<file path="config.mk">
export PLATFORM = sky130hd
export DESIGN_NAME = wb_bus_reader
export DESIGN_NICKNAME = d
export VERILOG_FILES = /design/src/rtl/wb_bus_reader_pkg.sv /design/src/rtl/wb_bus_reader_next_src.sv /design/src/rtl/wb_bus_reader.sv
export SDC_FILE = /design/constraint.sdc
export NUM_CORES = 1
export LEC_CHECK = 0
export CORE_ASPECT_RATIO = 1.1
export CORE_MARGIN = 2
export CORE_UTILIZATION = 50
export DETAILED_ROUTE_END_ITERATION = 7
export MAX_ROUTING_LAYER = met4
export PLACE_DENSITY = 0.81
export SLEW_MARGIN = 5
export SYNTH_ARGS = -nofsm -noshare
export SYNTH_HDL_FRONTEND = slang
export SYNTH_SLANG_ARGS = --single-unit
</file>
<file path="constraint.sdc">
create_clock -name Clock -period 4.1 [get_ports Clock]
set_input_delay 0.82 -clock Clock [delete_from_list [all_inputs] [get_ports Clock]]
set_output_delay 0.82 -clock Clock [all_outputs]
set_load 0.01 [all_outputs]
</file>
<file path="src/rtl/wb_bus_reader_pkg.sv">
// wb_bus_reader_pkg: shared types and constants for the writeback bus reader.
// Holds the sweep state enum, the all-sources-released cs pattern and an index-width helper.
package wb_bus_reader_pkg;

    typedef enum logic [2:0] {
        IDLE,
        SELECT,
        SAMPLE,
        WRITE,
        DONE
    } state_e;

    // Wide enough for any sensible source count; users slice the low bits.
    localparam int                        CS_MAX_SOURCES = 64;
    localparam logic [CS_MAX_SOURCES-1:0] CS_ALL_OFF     = '1;

    function automatic int idx_bits(input int n);
        return (n > 1) ? $clog2(n) : 1;
    endfunction

endpackage

</file>
<file path="src/rtl/wb_bus_reader_next_src.sv">
// wb_bus_reader_next_src: picks the next source to visit at or after 'base'.
// Ports: mask (latched valid mask), base (first candidate index),
//        next_idx, hit (next source holds data), none_left (sweep exhausted).
// Macro WB_BUS_READER_SKIP_EN: priority-scan to the next set mask bit.
module wb_bus_reader_next_src
    import wb_bus_reader_pkg::*;
#(
    parameter int NrOfSources = 4,
    parameter int IdxBits     = 2
) (
    input  logic [NrOfSources-1:0] mask,
    input  logic [IdxBits:0]       base,
    output logic [IdxBits-1:0]     next_idx,
    output logic                   hit,
    output logic                   none_left
);

`ifdef WB_BUS_READER_SKIP_EN
    // Descending loop so the lowest qualifying index wins.
    always_comb begin
        next_idx  = '0;
        none_left = 1'b1;
        for (int i = NrOfSources - 1; i >= 0; i--) begin
            if (mask[i] && ((IdxBits+1)'(i) >= base)) begin
                next_idx  = IdxBits'(i);
                none_left = 1'b0;
            end
        end
        hit = !none_left;
    end
`else
    // Every index is visited; a masked one is walked with the bus idle.
    always_comb begin
        next_idx  = base[IdxBits-1:0];
        none_left = (base >= (IdxBits+1)'(NrOfSources));
        hit       = !none_left && mask[next_idx];
    end
`endif

endmodule

</file>
<file path="src/rtl/wb_bus_reader.sv">
// wb_bus_reader: sweeps tri-state result registers over one shared bus into the RF.
// Ports: Clock, Reset (async, high), Tick (enable), Start, SrcMask, DestAddr, Bus in;
//        cs (0 = drive), RfWe/RfAddr/RfData (RF write), Busy, Done out.
// Macro WB_BUS_READER_SKIP_EN: masked-off sources cost no ticks.
module wb_bus_reader
    import wb_bus_reader_pkg::*;
#(
    parameter int NrOfBits    = 32,
    parameter int NrOfSources = 4,
    parameter int RegAddrBits = 5
) (
    input  logic                               Clock,
    input  logic                               Reset,
    input  logic                               Tick,
    input  logic                               Start,
    input  logic [NrOfSources-1:0]             SrcMask,
    input  logic [NrOfSources*RegAddrBits-1:0] DestAddr,
    input  logic [NrOfBits-1:0]                Bus,
    output logic [NrOfSources-1:0]             cs,
    output logic                               RfWe,
    output logic [RegAddrBits-1:0]             RfAddr,
    output logic [NrOfBits-1:0]                RfData,
    output logic                               Busy,
    output logic                               Done
);

    localparam int IdxBits = idx_bits(NrOfSources);
    localparam logic [NrOfSources-1:0] CsOff =
        CS_ALL_OFF[NrOfSources-1:0];

    state_e                             state_q, state_d;
    logic [IdxBits-1:0]                 idx_q, idx_d;
    logic [NrOfSources-1:0]             mask_q, mask_d;
    logic [NrOfSources*RegAddrBits-1:0] dest_q, dest_d;
    logic [NrOfSources-1:0]             cs_d, cs_sel;
    logic [RegAddrBits-1:0]             addr_d;
    logic [NrOfBits-1:0]                data_d;

    logic [NrOfSources-1:0] scan_mask;
    logic [IdxBits:0]       base;
    logic [IdxBits-1:0]     next_idx;
    logic                   hit;
    logic                   none_left;

    // In IDLE the mask is not latched yet, so scan the live input.
    assign scan_mask = (state_q == IDLE) ? SrcMask : mask_q;
    assign base      = (state_q == WRITE)
                     ? ({1'b0, idx_q} + (IdxBits+1)'(1))
                     : '0;

    wb_bus_reader_next_src #(
        .NrOfSources (NrOfSources),
        .IdxBits     (IdxBits)
    ) u_next_src (
        .mask      (scan_mask),
        .base      (base),
        .next_idx  (next_idx),
        .hit       (hit),
        .none_left (none_left)
    );

    assign cs_sel = ~(NrOfSources'(1) << next_idx);

    always_comb begin
        state_d = state_q;
        idx_d   = idx_q;
        mask_d  = mask_q;
        dest_d  = dest_q;
        cs_d    = cs;
        addr_d  = RfAddr;
        data_d  = RfData;
        unique case (state_q)
            IDLE: begin
                if (Start) begin
                    mask_d = SrcMask;
                    dest_d = DestAddr;
                    if (none_left) begin
                        state_d = DONE;
                        idx_d   = '0;
                    end else begin
                        state_d = SELECT;
                        idx_d   = next_idx;
                        cs_d    = hit ? cs_sel : CsOff;
                    end
                end
            end
            SELECT: begin
                state_d = SAMPLE;
            end
            SAMPLE: begin
                state_d = WRITE;
                data_d  = Bus;
                addr_d  = dest_q[int'(idx_q)*RegAddrBits +: RegAddrBits];
                cs_d    = CsOff;
            end
            WRITE: begin
                if (none_left) begin
                    state_d = DONE;
                end else begin
                    state_d = SELECT;
                    idx_d   = next_idx;
                    cs_d    = hit ? cs_sel : CsOff;
                end
            end
            DONE: begin
                state_d = IDLE;
            end
            default: begin
                state_d = IDLE;
                cs_d    = CsOff;
            end
        endcase
    end

    // Registered state: an asserted Reset drops cs and RfWe at once.
    always_ff @(posedge Clock or posedge Reset) begin
        if (Reset) begin
            state_q <= IDLE;
            idx_q   <= '0;
            mask_q  <= '0;
            dest_q  <= '0;
            cs      <= CsOff;
            RfAddr  <= '0;
            RfData  <= '0;
            Busy    <= 1'b0;
            Done    <= 1'b0;
        end else if (Tick) begin
            state_q <= state_d;
            idx_q   <= idx_d;
            mask_q  <= mask_d;
            dest_q  <= dest_d;
            cs      <= cs_d;
            RfAddr  <= addr_d;
            RfData  <= data_d;
            Busy    <= (state_d != IDLE);
            Done    <= (state_d == DONE);
        end
    end

    assign RfWe = (state_q == WRITE) && mask_q[idx_q] && Tick;

endmodule

</file>
### Yosys cells after proc, flatten, opt, wreduce, memory -nomap -nowiden

Index checks and enable logic that the tools add are counted.

| operators by class | value |
|---|---|
| shift operators | 2 |
| multipliers | 1 |
| bitwise logic cells | 2 |
| equal/unequal tests | 7 |
| muxes and demuxes | 17 |
| div/mod/pow operators | 0 |
| reductions and logical operators | 12 |
| add/subtract/negate cells | 1 |
| $lt $le $gt $ge | 3 |

Operators by type and width:

| operator | number |
|---|---|
| $shiftx 20x6->5 | 1 |
| $mux 4 | 4 |
| $pmux 3 s4 | 1 |
| $pmux 4 s3 | 1 |
| $mux 3 | 3 |
| $eq 3x2->1 const B | 2 |
| $eq 3x3->1 const B | 2 |
| $lt 2x3->1 const B | 2 |
| $mux 2 | 3 |
| $reduce_and 3->1 | 2 |
| $mul 2x3->5 const B | 1 |
| $bmux 1 s2 | 2 |
| $ne 2x2->1 const B | 2 |
| $not 4->4 | 1 |
| $pmux 2 s2 | 1 |
| $reduce_and 4->1 | 1 |
| $shl 1x2->4 const A | 1 |
| $add 2x1->3 const B | 1 |
| $eq 3x1->1 const B | 1 |
| $ge 3x3->1 const B | 1 |
| $logic_and 1x1->1 | 3 |
| $logic_not 3->1 | 1 |
| $reduce_bool 3->1 | 1 |
| $mux 1 | 2 |
| other kinds (5) | 5 |

| word-level totals | value |
|---|---|
| memories kept | 0 |
| bits in latches | 0 |
| bits of input ports | 60 |
| output and inout port bits | 44 |
| word-level logic and storage cells | 54 |
| bits in read-only memories | 0 |
| register bits | 72 |
| memory bits (writable) | 0 |

### Depth between registers and ports, before layout

Gate-level depths: netlist (run 1).

| logic depth | value |
|---|---|
| depth after elaboration | 9 |
| mapped depth | 6 |
| mapped depth without buffers | 5 |

### By module

A second synthesis (run 1) with hierarchy kept.

| unflattened totals | value |
|---|---|
| cells, all modules | 216 |
| area total of the unflattened synthesis | 3,285.7 um^2 |

Modules (own cells, without submodules):

| module | times used | sequential area each (um^2) | cells each | area each (um^2) |
|---|---|---|---|---|
| wb_bus_reader | 1 | 1,806.7 | 211 | 3,230.6 |
| wb_bus_reader_next_src | 1 | 0.0 | 5 | 55.1 |

### Worst setup path before layout (run 1)

No wires, ideal clock.

| timing path | value |
|---|---|
| kind | register -> output |
| start | register idx_q[0] |
| end | output port RfWe |
| cell stages (with the launch flop) | 4 |
| path slack | 1,959 ps |
| buffers on the path | 1 |
| data required time | 3,280 ps |
| arrival | 1,321 ps |
| cell sequence | dfrtp_1 buf_2 mux4_2 and3_1 |

| between the ends | value |
|---|---|
| word-level cells in the longest chain between the ends | 4 |

Ends and longest elaborated chain:

| element | line | text |
|---|---|---|
| from (decl) | wb_bus_reader.sv:32 | `logic [IdxBits-1:0] idx_q, idx_d;` |
| from (signal assigned) | wb_bus_reader.sv:129 | `idx_q <= idx_d;` |
| $bmux 1 s2 | wb_bus_reader.sv:140 | `assign RfWe = (state_q == WRITE) && mask_q[idx_q] && Tick;` |
| $mux 1 (not written as such) | wb_bus_reader.sv:140 |  |
| $logic_and 1x1->1 (2 in series) | wb_bus_reader.sv:140 |  |
| to (decl) | wb_bus_reader.sv:20 | `output logic RfWe,` |

No other way between the ends. The select of a mux whose other input is x is not followed.

### Worst setup path after layout (run 1)

Ends and elaborated chain as after synthesis.

==> results_dict.tcl, run 1 <==
set metrics [dict create \
    drv_slew 0 \
    timing.rr.start "state_q[1]$_DFFE_PP0P_" \
    p_comb_frac 0.416 \
    register_area_um2 1810 \
    clk_path_buf_depth 2 \
    cpPeakStageDelay_ps 710 \
    synthFlopType "dfrtp_1" \
    nFillCells 436 \
    clock-root-buffer "clkbuf_8" \
    htreeDepth 3 \
    ff2ff_setup_slack_ps 2040 \
    core_um2 6480 \
    initial_core_util 0.511 \
    r2r_end "RfAddr[2]$_DFFE_PP0P_" \
    postRouteAntennaNets 0 \
    routed_wl_mm 6.58 \
    drc 0 \
    path_depth 3 \
    crit_end "RfWe" \
    finish.utilization 0.707 \
    worstSetupPathType "reg -> out" \
    fmax_mhz 320 \
    dr_total_vias 2058 \
    grt_pass1_vias 2115 \
    rsz0062_at_grt "false" \
    synth_common_cells "68 x dfrtp_1, 32 x mux2_4, 20 x mux2_1" \
    drtIter0Drc 98 \
    power.internal_w 0.00240 \
    cp_cell_sequence "mux4_2, and3_1, clkdlybuf4s50_1" \
    viasPerCell 5.15 \
    hold_class "reg -> reg" \
    synth_fp_nets 270 \
    dieHeight_um 89.3 \
    yosysTopAreaCell "dfrtp_1" \
    synth.distinct_cells 41 \
    status "finished clean" \
    grt_max_degree 73 \
    synthArstFlopShare 1.00 \
    switching_share 0.289 \
    cp_slowest_cell "dfrtp_1" \
    yosys_register_bits 72 \
    clock_skew_ps 9.57 \
    crit_family "flip-flops" \
    num_rows 31 \
    r2r_cells 4 \
    setup_viol 0 \
    synth.top_cell.area_share 0.514 \
    design.die.area_um2 7290 \
    insertion_delay_ps 340 \
    finalHoldViolCount 0 \
    antenna_found_initial 0 \
    cts.repair.resized 0 \
    slew_headroom 0.408 \
    synth_area_leaders "dfrtp_1 51%, mux2_4 15%, mux2_1 6.8%" \
    maxCapViolCount 0 \
    path_buf_inv 1 \
    num_antenna_cells 0 \
    power.leakage_nw 1.94 \
    pwr-share-seq 0.383 \
    arrival_ps 2300 \
    multi_input_area_um2 1360 \
    postCtsSetupRepairBufs 0 \
    critPathMaxFanout 12 \
    ir_worst_vdd_v 0.000349 \
    areaGrowthSynthToFinish_pct 38.4 \
    clkSinkCount 72 \
    avgRoutedWirePerCell_um 16.5 \
    grt_pass1_wl_mm 10.2 \
    required_ps 3280 \
    fp.dieW_um 81.6 \
    seq_area_frac_synth 0.546 \
    drive_gt1_frac 0.252 \
    place_hpwl_mm 4.57 \
    netlist_area_um2 3310 \
    yosys_warnings 0 \
    clk_pin_slew_ps 70 \
    cts_made_buffers 9 \
    synth.most_common_cell "dfrtp_1" \
    setup-tns-final_ps 0 \
    grt_remaining_overflow 0 \
    startpoint "idx_q[0]$_DFFE_PP0P_" \
    critPathLaunchType "flop" \
    final.period_utilization 0.762 \
    cts_tree "done" \
    synth-edff-count 0 \
    firstDrtPassIters 4 \
    synth.avg_cell_area_um2 15.8 \
    worst_pin_slew_ps 888 \
    netlist_instances 209 \
    gp_congestion 0.834 \
    gr-usage-all-layers 0.192 \
    power_frac_clock 0.201 \
    portBuffers 103 \
    nets 374 \
    critPathCaptureType "primary output" \
    pwr_density_cell_nw_per_um2 736 \
    switching_power_w 0.000975 \
    pin_count 104 \
    period_minus_slack_ps 3120 \
    cts.hold.buffers_added 0 \
]
[power groups by stage]
| stage | clock network, W | logic, W | registers [W] |
|---|---|---|---|
| after global placement | 0 | 0.00138 | 0.00128 |
| after floorplan | 0 | 0.000836 | 0.00131 |
| after global routing | 0.000734 | 0.00151 | 0.00134 |
| final | 0.000678 | 0.00140 | 0.00129 |
| after CTS | 0.000698 | 0.00142 | 0.00129 |
| after detailed placement | 0 | 0.00141 | 0.00130 |
[layout by cell type, fill, tap and decap left out, types with 2 or more instances in the layout]
cell / instances
clkdlybuf4s50_1: 103
dfrtp_1: 68
mux2_4: 32
mux2_1: 20
mux2_2: 12
clkbuf_8: 10
o21ai_0: 7
mux4_2: 6
inv_1: 4
nor2_1: 4
a2bb2oi_1: 4
dfstp_2: 4
nor3_1: 3
bufinv_16: 3
buf_4: 3
nand2b_1: 2
o21ai_1: 2
and2_1: 2
mux2i_1: 2
nand3_1: 2
nor4b_1: 2
[kinds of logic (layout without fill, tap and decap cells)]
logic type	Yosys count	in the layout	share of synthesized area
AO/OA/AOI/OAI	19	19	0.0416
buffers and inverters	18	127	0.0465
multiplexers	72	72	0.301
adder cells (fa/ha/maj)	1	1	0.00378
AND/OR/NAND/NOR	27	27	0.0612
flip-flops	72	72	0.546
[layout make-up]
cell class / instances / area share
clock buffer: 11 / 0.0309
clock inverter: 5 / 0.0227
inverter: 5 / 0.00410
multi-input combinational: 119 / 0.296
sequential: 72 / 0.394
tap: 82 / 0.0224
timing repair buffer: 106 / 0.230
[how the worst min path moves through the flow]
stage               slack [ps]              startpoint                      to  depth (start not counted)
floorplan                  460  dest_q[10]$_DFFE_PP0P_  dest_q[10]$_DFFE_PP0P_                          1
global placement           470  dest_q[17]$_DFFE_PP0P_  dest_q[17]$_DFFE_PP0P_                          1
detailed placement         480   dest_q[9]$_DFFE_PP0P_   dest_q[9]$_DFFE_PP0P_                          1
CTS                        500  dest_q[12]$_DFFE_PP0P_  dest_q[12]$_DFFE_PP0P_                          1
global route               510   dest_q[9]$_DFFE_PP0P_   dest_q[9]$_DFFE_PP0P_                          1
finish                     490  dest_q[16]$_DFFE_PP0P_  dest_q[16]$_DFFE_PP0P_                          1
[metal layers]
layer	track usage	part of all wire
met1	0.253	0.45
met2	0.294	0.48
met3	0.0333	0.056
met4	0.0803	0.017
met5	-	0
[stage by stage]
step	hold WS, ps	total power, W	area [um2]	setup WS (ps)	cells
floorplan	459	0.00215	3310	1460	209
global placement	468	0.00266	4340	1090	384
detailed placement	480	0.00271	4340	1110	384
CTS	498	0.00341	4580	944	400
global route	508	0.00358	4580	831	400
finish	494	0.00337	4580	977	400
[state kept, by name, indices dropped and copies added, names as in the netlist]
register	flops
cs	4
Done	1
RfData	32
dest_q	20
Busy	1
state_q	3
RfAddr	5
idx_q	2
mask_q	4
Power figures use the tool's default switching activity.
==> inputs of run 2 (changes only) <==
--- a/config.mk
+++ b/config.mk
@@ -7,10 +7,10 @@
 export LEC_CHECK = 0
 export CORE_ASPECT_RATIO = 1.1
 export CORE_MARGIN = 2
-export CORE_UTILIZATION = 50
+export CORE_UTILIZATION = 46
 export DETAILED_ROUTE_END_ITERATION = 7
 export MAX_ROUTING_LAYER = met4
-export PLACE_DENSITY = 0.81
+export PLACE_DENSITY = 0.75
 export SLEW_MARGIN = 5
 export SYNTH_ARGS = -nofsm -noshare
 export SYNTH_HDL_FRONTEND = slang
==> constraint.sdc (replaced) <==
create_clock -name Clock -period 3 [get_ports Clock]
set_input_delay 0.6 -clock Clock [delete_from_list [all_inputs] [get_ports Clock]]
set_output_delay 0.6 -clock Clock [all_outputs]
set_load 0.01 [all_outputs]
==> run 2 against run 1 <==
Sequential power increased by 36%. Cell area grew 0.25%. Clock skew is 0.87 ps higher. Setup slack worse by 660 ps. Final cell count up 1.0%. Global-route usage shrank 0.68 points. Highest routed layer unchanged. Die area rose by 8.3%.
==> results_dict.tcl, run 2 (synthesis gave the netlist of run 1 again) <==
set metrics [dict create \
    status "finished clean" \
    pwr-share-seq 0.385 \
    core_um2 7010 \
    ir_worst_vdd_v 0.000524 \
    place_area_um2 4370 \
    final.period_utilization 0.895 \
    cp_cell_sequence "and3b_1, and3_1, clkdlybuf4s50_1" \
    worstSetupPathType "reg -> out" \
    viasPerCell 5.19 \
    clkSinkCount 72 \
    switching_share 0.298 \
    grt_pass1_vias 2150 \
    insertion_delay_ps 340 \
    drtIter0Drc 57 \
    power.leakage_nw 1.93 \
    crit_family "flip-flops" \
    postRouteAntennaNets 0 \
    cts.hold.buffers_added 0 \
    setup_viol 0 \
    grt_pass1_wl_mm 10.9 \
    largest_reg_flops 32 \
    fmax_mhz 373 \
    postCtsSetupRepairBufs 0 \
    design_area_um2 4590 \
    portBuffers 103 \
    cts_tree "done" \
    p_comb_frac 0.429 \
    cts.repair.resized 0 \
    nFillCells 522 \
    maxCapViolCount 0 \
    period_minus_slack_ps 2680 \
    gp_congestion 0.800 \
    initial_core_util 0.472 \
    firstDrtPassIters 4 \
    power.internal_w 0.00319 \
    htreeDepth 3 \
    avgRoutedWirePerCell_um 16.6 \
    power_frac_clock 0.186 \
    pin_count 104 \
    finalHoldViolCount 0 \
    nets 375 \
    placed_cells 388 \
    switching_power_w 0.00135 \
    cpPeakStageDelay_ps 650 \
    num_antenna_cells 0 \
    reg_top3 "RfData x32, dest_q x20, RfAddr x5" \
    pwr_density_cell_nw_per_um2 989 \
    slew_headroom 0.582 \
    required_ps 2400 \
    multi_input_area_um2 1360 \
    register_area_um2 1810 \
    critPathLaunchType "flop" \
    dr_total_vias 2095 \
    rsz0062_at_grt "false" \
    critPathCaptureType "primary output" \
    critPathMaxFanout 15 \
    final_cells 404 \
    antenna_found_initial 0 \
    num_rows 32 \
    hold_class "reg -> reg" \
    path_buf_inv 1 \
    grt_max_degree 73 \
    clock_skew_ps 10.4 \
    grt_remaining_overflow 0 \
    drv_slew 0 \
    worst_pin_slew_ps 623 \
    setup-tns-final_ps 0 \
    areaGrowthSynthToFinish_pct 38.8 \
    place_hpwl_mm 4.67 \
    dieHeight_um 93.0 \
    max_flop_register "RfData" \
    final_cell_mix "103 x clkdlybuf4s50_1, 68 x dfrtp_1, 32 x mux2_4" \
    clk_path_buf_depth 2 \
    drc 0 \
    ff2ff_setup_slack_ps 1140 \
    drive_gt1_frac 0.254 \
    clk_pin_slew_ps 80 \
    cp_slowest_cell "dfrtp_1" \
    design.die.area_um2 7890 \
    fp.dieW_um 84.9 \
    cts_made_buffers 9 \
    clock-root-buffer "clkbuf_8" \
    finish.utilization 0.656 \
    arrival_ps 2080 \
    final_common_cell "clkdlybuf4s50_1" \
    power.total_w 0.00454 \
    routed_wl_mm 6.69 \
    gr-usage-all-layers 0.185 \
]
[run 2: cell count changes in the layout (fill, tap and decap cells not counted)]
cell        delta
buf_12         +2
clkinvlp_4     +2
buf_4          -1
bufinv_16      -1
clkbuf_8       -1
clkinv_2       -1
inv_6          +1
[run 2: final cells by class]
class	instances	share of cell area
clock buffers	10	0.0278
clock inverters	6	0.0202
inverters	5	0.00409
multi-input cells	119	0.295
flip-flops and latches	72	0.393
well taps	85	0.0232
repair buffers	107	0.236
[run 2: routing by layer]
layer	global-route usage	wire [um]	up-vias	part of all wire
met4	0.0807	104	0	0.016
met3	0.0365	312	9	0.047
met1	0.246	3100	1049	0.46
li1	-	-	967	-
met2	0.278	3170	70	0.47
met5	-	0	-	0
[run 2: through the flow]
| step | hold WS (ps) | worst slack [ps] |
|---|---|---|
| 2_1_floorplan | 459 | 582 |
| 3_3_place_gp | 468 | 581 |
| 3_5_place_dp | 480 | 616 |
| 4_1_cts | 499 | 333 |
| 5_1_grt | 511 | 224 |
| 6_report | 488 | 316 |
[run 2: path summary, 6_finish.rpt]
check | start | to | cells past startpoint
max | state_q[0]$_DFFE_PP0P_ | RfWe | 3
min in group asynchronous | Reset | state_q[2]$_DFFE_PP0P_ | 3
max in group asynchronous | Reset | RfAddr[0]$_DFFE_PP0P_ | 3
min | dest_q[14]$_DFFE_PP0P_ | dest_q[14]$_DFFE_PP0P_ | 1
min reg2reg | dest_q[14]$_DFFE_PP0P_ | dest_q[14]$_DFFE_PP0P_ | 1
max reg2reg | idx_q[0]$_DFFE_PP0P_ | cs[1]$_DFFE_PP1P_ | 6
[run 2: power by group through the flow]
stage | Combinational [W] | Clock, W | Sequential [W]
floorplan | 0.00114 | 0 | 0.00179
global placement | 0.00193 | 0 | 0.00173
detailed placement | 0.00196 | 0 | 0.00177
CTS | 0.00198 | 0.000870 | 0.00175
global route | 0.00208 | 0.000922 | 0.00181
finish | 0.00195 | 0.000845 | 0.00175
==> inputs of run 3 (changes only) <==
==> constraint.sdc (replaced) <==
create_clock -name Clock -period 2.8 [get_ports Clock]
set_input_delay 0.56 -clock Clock [delete_from_list [all_inputs] [get_ports Clock]]
set_output_delay 0.56 -clock Clock [all_outputs]
set_load 0.01 [all_outputs]
==> run 3 against run 2 <==
Critical path depth is the same. Clock skew down 2.3 ps. Global-route usage fell by 0.66 points. Largest power group unchanged. Highest routed layer unchanged.
==> results_dict.tcl, run 3 (synthesis gave the netlist of run 1 again) <==
set metrics [dict create \
    status "finished clean" \
    critPathMaxFanout 12 \
    critPathCaptureType "primary output" \
    ir_worst_vdd_v 0.000577 \
    maxCapViolCount 0 \
    rsz0062_at_grt "false" \
    postRouteAntennaNets 0 \
    dieHeight_um 93.0 \
    cp_slowest_cell "dfrtp_1" \
    power.internal_w 0.00351 \
    postCtsSetupRepairBufs 0 \
    fmax_mhz 381 \
    num_rows 32 \
    final_cell_mix "103 x clkdlybuf4s50_1, 68 x dfrtp_1, 32 x mux2_4" \
    clk_path_buf_depth 2 \
    grt_max_degree 39 \
    dp_worst_setup_slack_ps 475 \
    grt_pass1_wl_mm 10.5 \
    cts.repair.resized 0 \
    pwr_density_cell_nw_per_um2 1070 \
    power.total_w 0.00493 \
    cts_tree "done" \
    setup_ws_ps 177 \
    num_antenna_cells 0 \
    finish.utilization 0.659 \
    path_buf_inv 1 \
    hold_class "reg -> reg" \
    cp_cell_sequence "and3b_1, and3_1, clkdlybuf4s50_1" \
    drtIter0Drc 48 \
    place_hpwl_mm 4.56 \
    setup-tns-final_ps 0 \
    gr-usage-all-layers 0.178 \
    fp.dieW_um 84.9 \
    worst_pin_slew_ps 574 \
    required_ps 2240 \
    grt_remaining_overflow 0 \
    design.die.area_um2 7890 \
    setup_viol 0 \
    avgRoutedWirePerCell_um 16.1 \
    grt_pass1_vias 2091 \
    switching_power_w 0.00142 \
    routed_wl_mm 6.50 \
    firstDrtPassIters 4 \
    gp_congestion 0.802 \
    arrival_ps 2060 \
    initial_core_util 0.472 \
    portBuffers 103 \
    crit_family "flip-flops" \
    max_flop_register "RfData" \
    cts.hold.buffers_added 0 \
    htreeDepth 3 \
    largest_reg_flops 32 \
    final.period_utilization 0.937 \
    clkSinkCount 72 \
    viasPerCell 5.14 \
    nets 377 \
    drv_slew 0 \
    areaGrowthSynthToFinish_pct 39.6 \
    pwr-share-seq 0.373 \
    cpPeakStageDelay_ps 600 \
    slew_headroom 0.615 \
    final_common_cell "clkdlybuf4s50_1" \
    reg_top3 "RfData x32, dest_q x20, RfAddr x5" \
    finalHoldViolCount 0 \
    cts_made_buffers 9 \
    core_um2 7010 \
    drive_gt1_frac 0.259 \
    clock_skew_ps 8.15 \
    dr_total_vias 2082 \
    clock-root-buffer "clkbuf_8" \
    period_minus_slack_ps 2620 \
    p_comb_frac 0.433 \
    nFillCells 527 \
    power.leakage_nw 1.96 \
    insertion_delay_ps 330 \
    power_frac_clock 0.194 \
    worstSetupPathType "reg -> out" \
    clk_pin_slew_ps 70 \
    drc 0 \
    critPathLaunchType "flop" \
    pin_count 104 \
    antenna_found_initial 0 \
    switching_share 0.288 \
]
[run 3: cell types whose count changed in the layout (fill, tap and decap cells not counted), sizes merged]
cell | previous run | this run
buf | 4 | 6
clkinv | 1 | 3
clkinvlp | 2 | 0
bufinv | 2 | 3
clkbuf | 10 | 9
inv | 6 | 5
[run 3: per-stage QoR]
stage	hold WS [ps]	area, um2	cells
2_1_floorplan	459	3310	209
3_3_place_gp	470	4390	390
3_5_place_dp	479	4390	390
4_1_cts	496	4620	405
5_1_grt	514	4620	405
6_report	490	4620	405
[run 3: path summary, 6_finish.rpt]
path,from,to,slack [ps],cells after the start
worst min-delay path,dest_q[14]$_DFFE_PP0P_,dest_q[14]$_DFFE_PP0P_,490,1
max in group asynchronous,Reset,cs[3]$_DFFE_PP1P_,1630,3
worst min register to register,dest_q[14]$_DFFE_PP0P_,dest_q[14]$_DFFE_PP0P_,490,1
min in group asynchronous,Reset,RfData[16]$_DFFE_PP0P_,540,2
worst max register to register,idx_q[0]$_DFFE_PP0P_,cs[1]$_DFFE_PP1P_,920,6
worst max-delay path,state_q[1]$_DFFE_PP0P_,RfWe,180,3
[run 3: final cells by class]
class / instances / area, um2 / area share
sequential: 72 / 1810 / 0.391
multi-input combinational: 119 / 1360 / 0.293
timing repair buffer: 109 / 1100 / 0.238
clock buffer: 9 / 124 / 0.0268
clock inverter: 6 / 109 / 0.0236
tap: 85 / 106 / 0.0230
inverter: 5 / 18.8 / 0.00406
[run 3: worst reg2reg max path: stages, from the launching register on]
cell       delay, ps
dfrtp_1          410
buf_4            200
ha_1             400
mux2i_1          150
or2_2            280
a22oi_2          250
a2bb2oi_1        100
[run 3: power groups by stage]
stage          clock network [W]  logic (W)  registers, W
2_1_floorplan                  0    0.00122       0.00192
3_3_place_gp                   0    0.00211       0.00182
3_5_place_dp                   0    0.00214       0.00186
4_1_cts                 0.000991    0.00216       0.00184
5_1_grt                  0.00103    0.00228       0.00191
6_report                0.000958    0.00213       0.00184
[run 3: layer usage]
| layer | track usage | share of wire | vias up |
|---|---|---|---|
| met2 | 0.261 | 0.46 | 76 |
| li1 | - | - | 973 |
| met5 | - | 0 | - |
| met1 | 0.240 | 0.47 | 1025 |
| met4 | 0.0833 | 0.015 | 0 |
| met3 | 0.0357 | 0.051 | 8 |
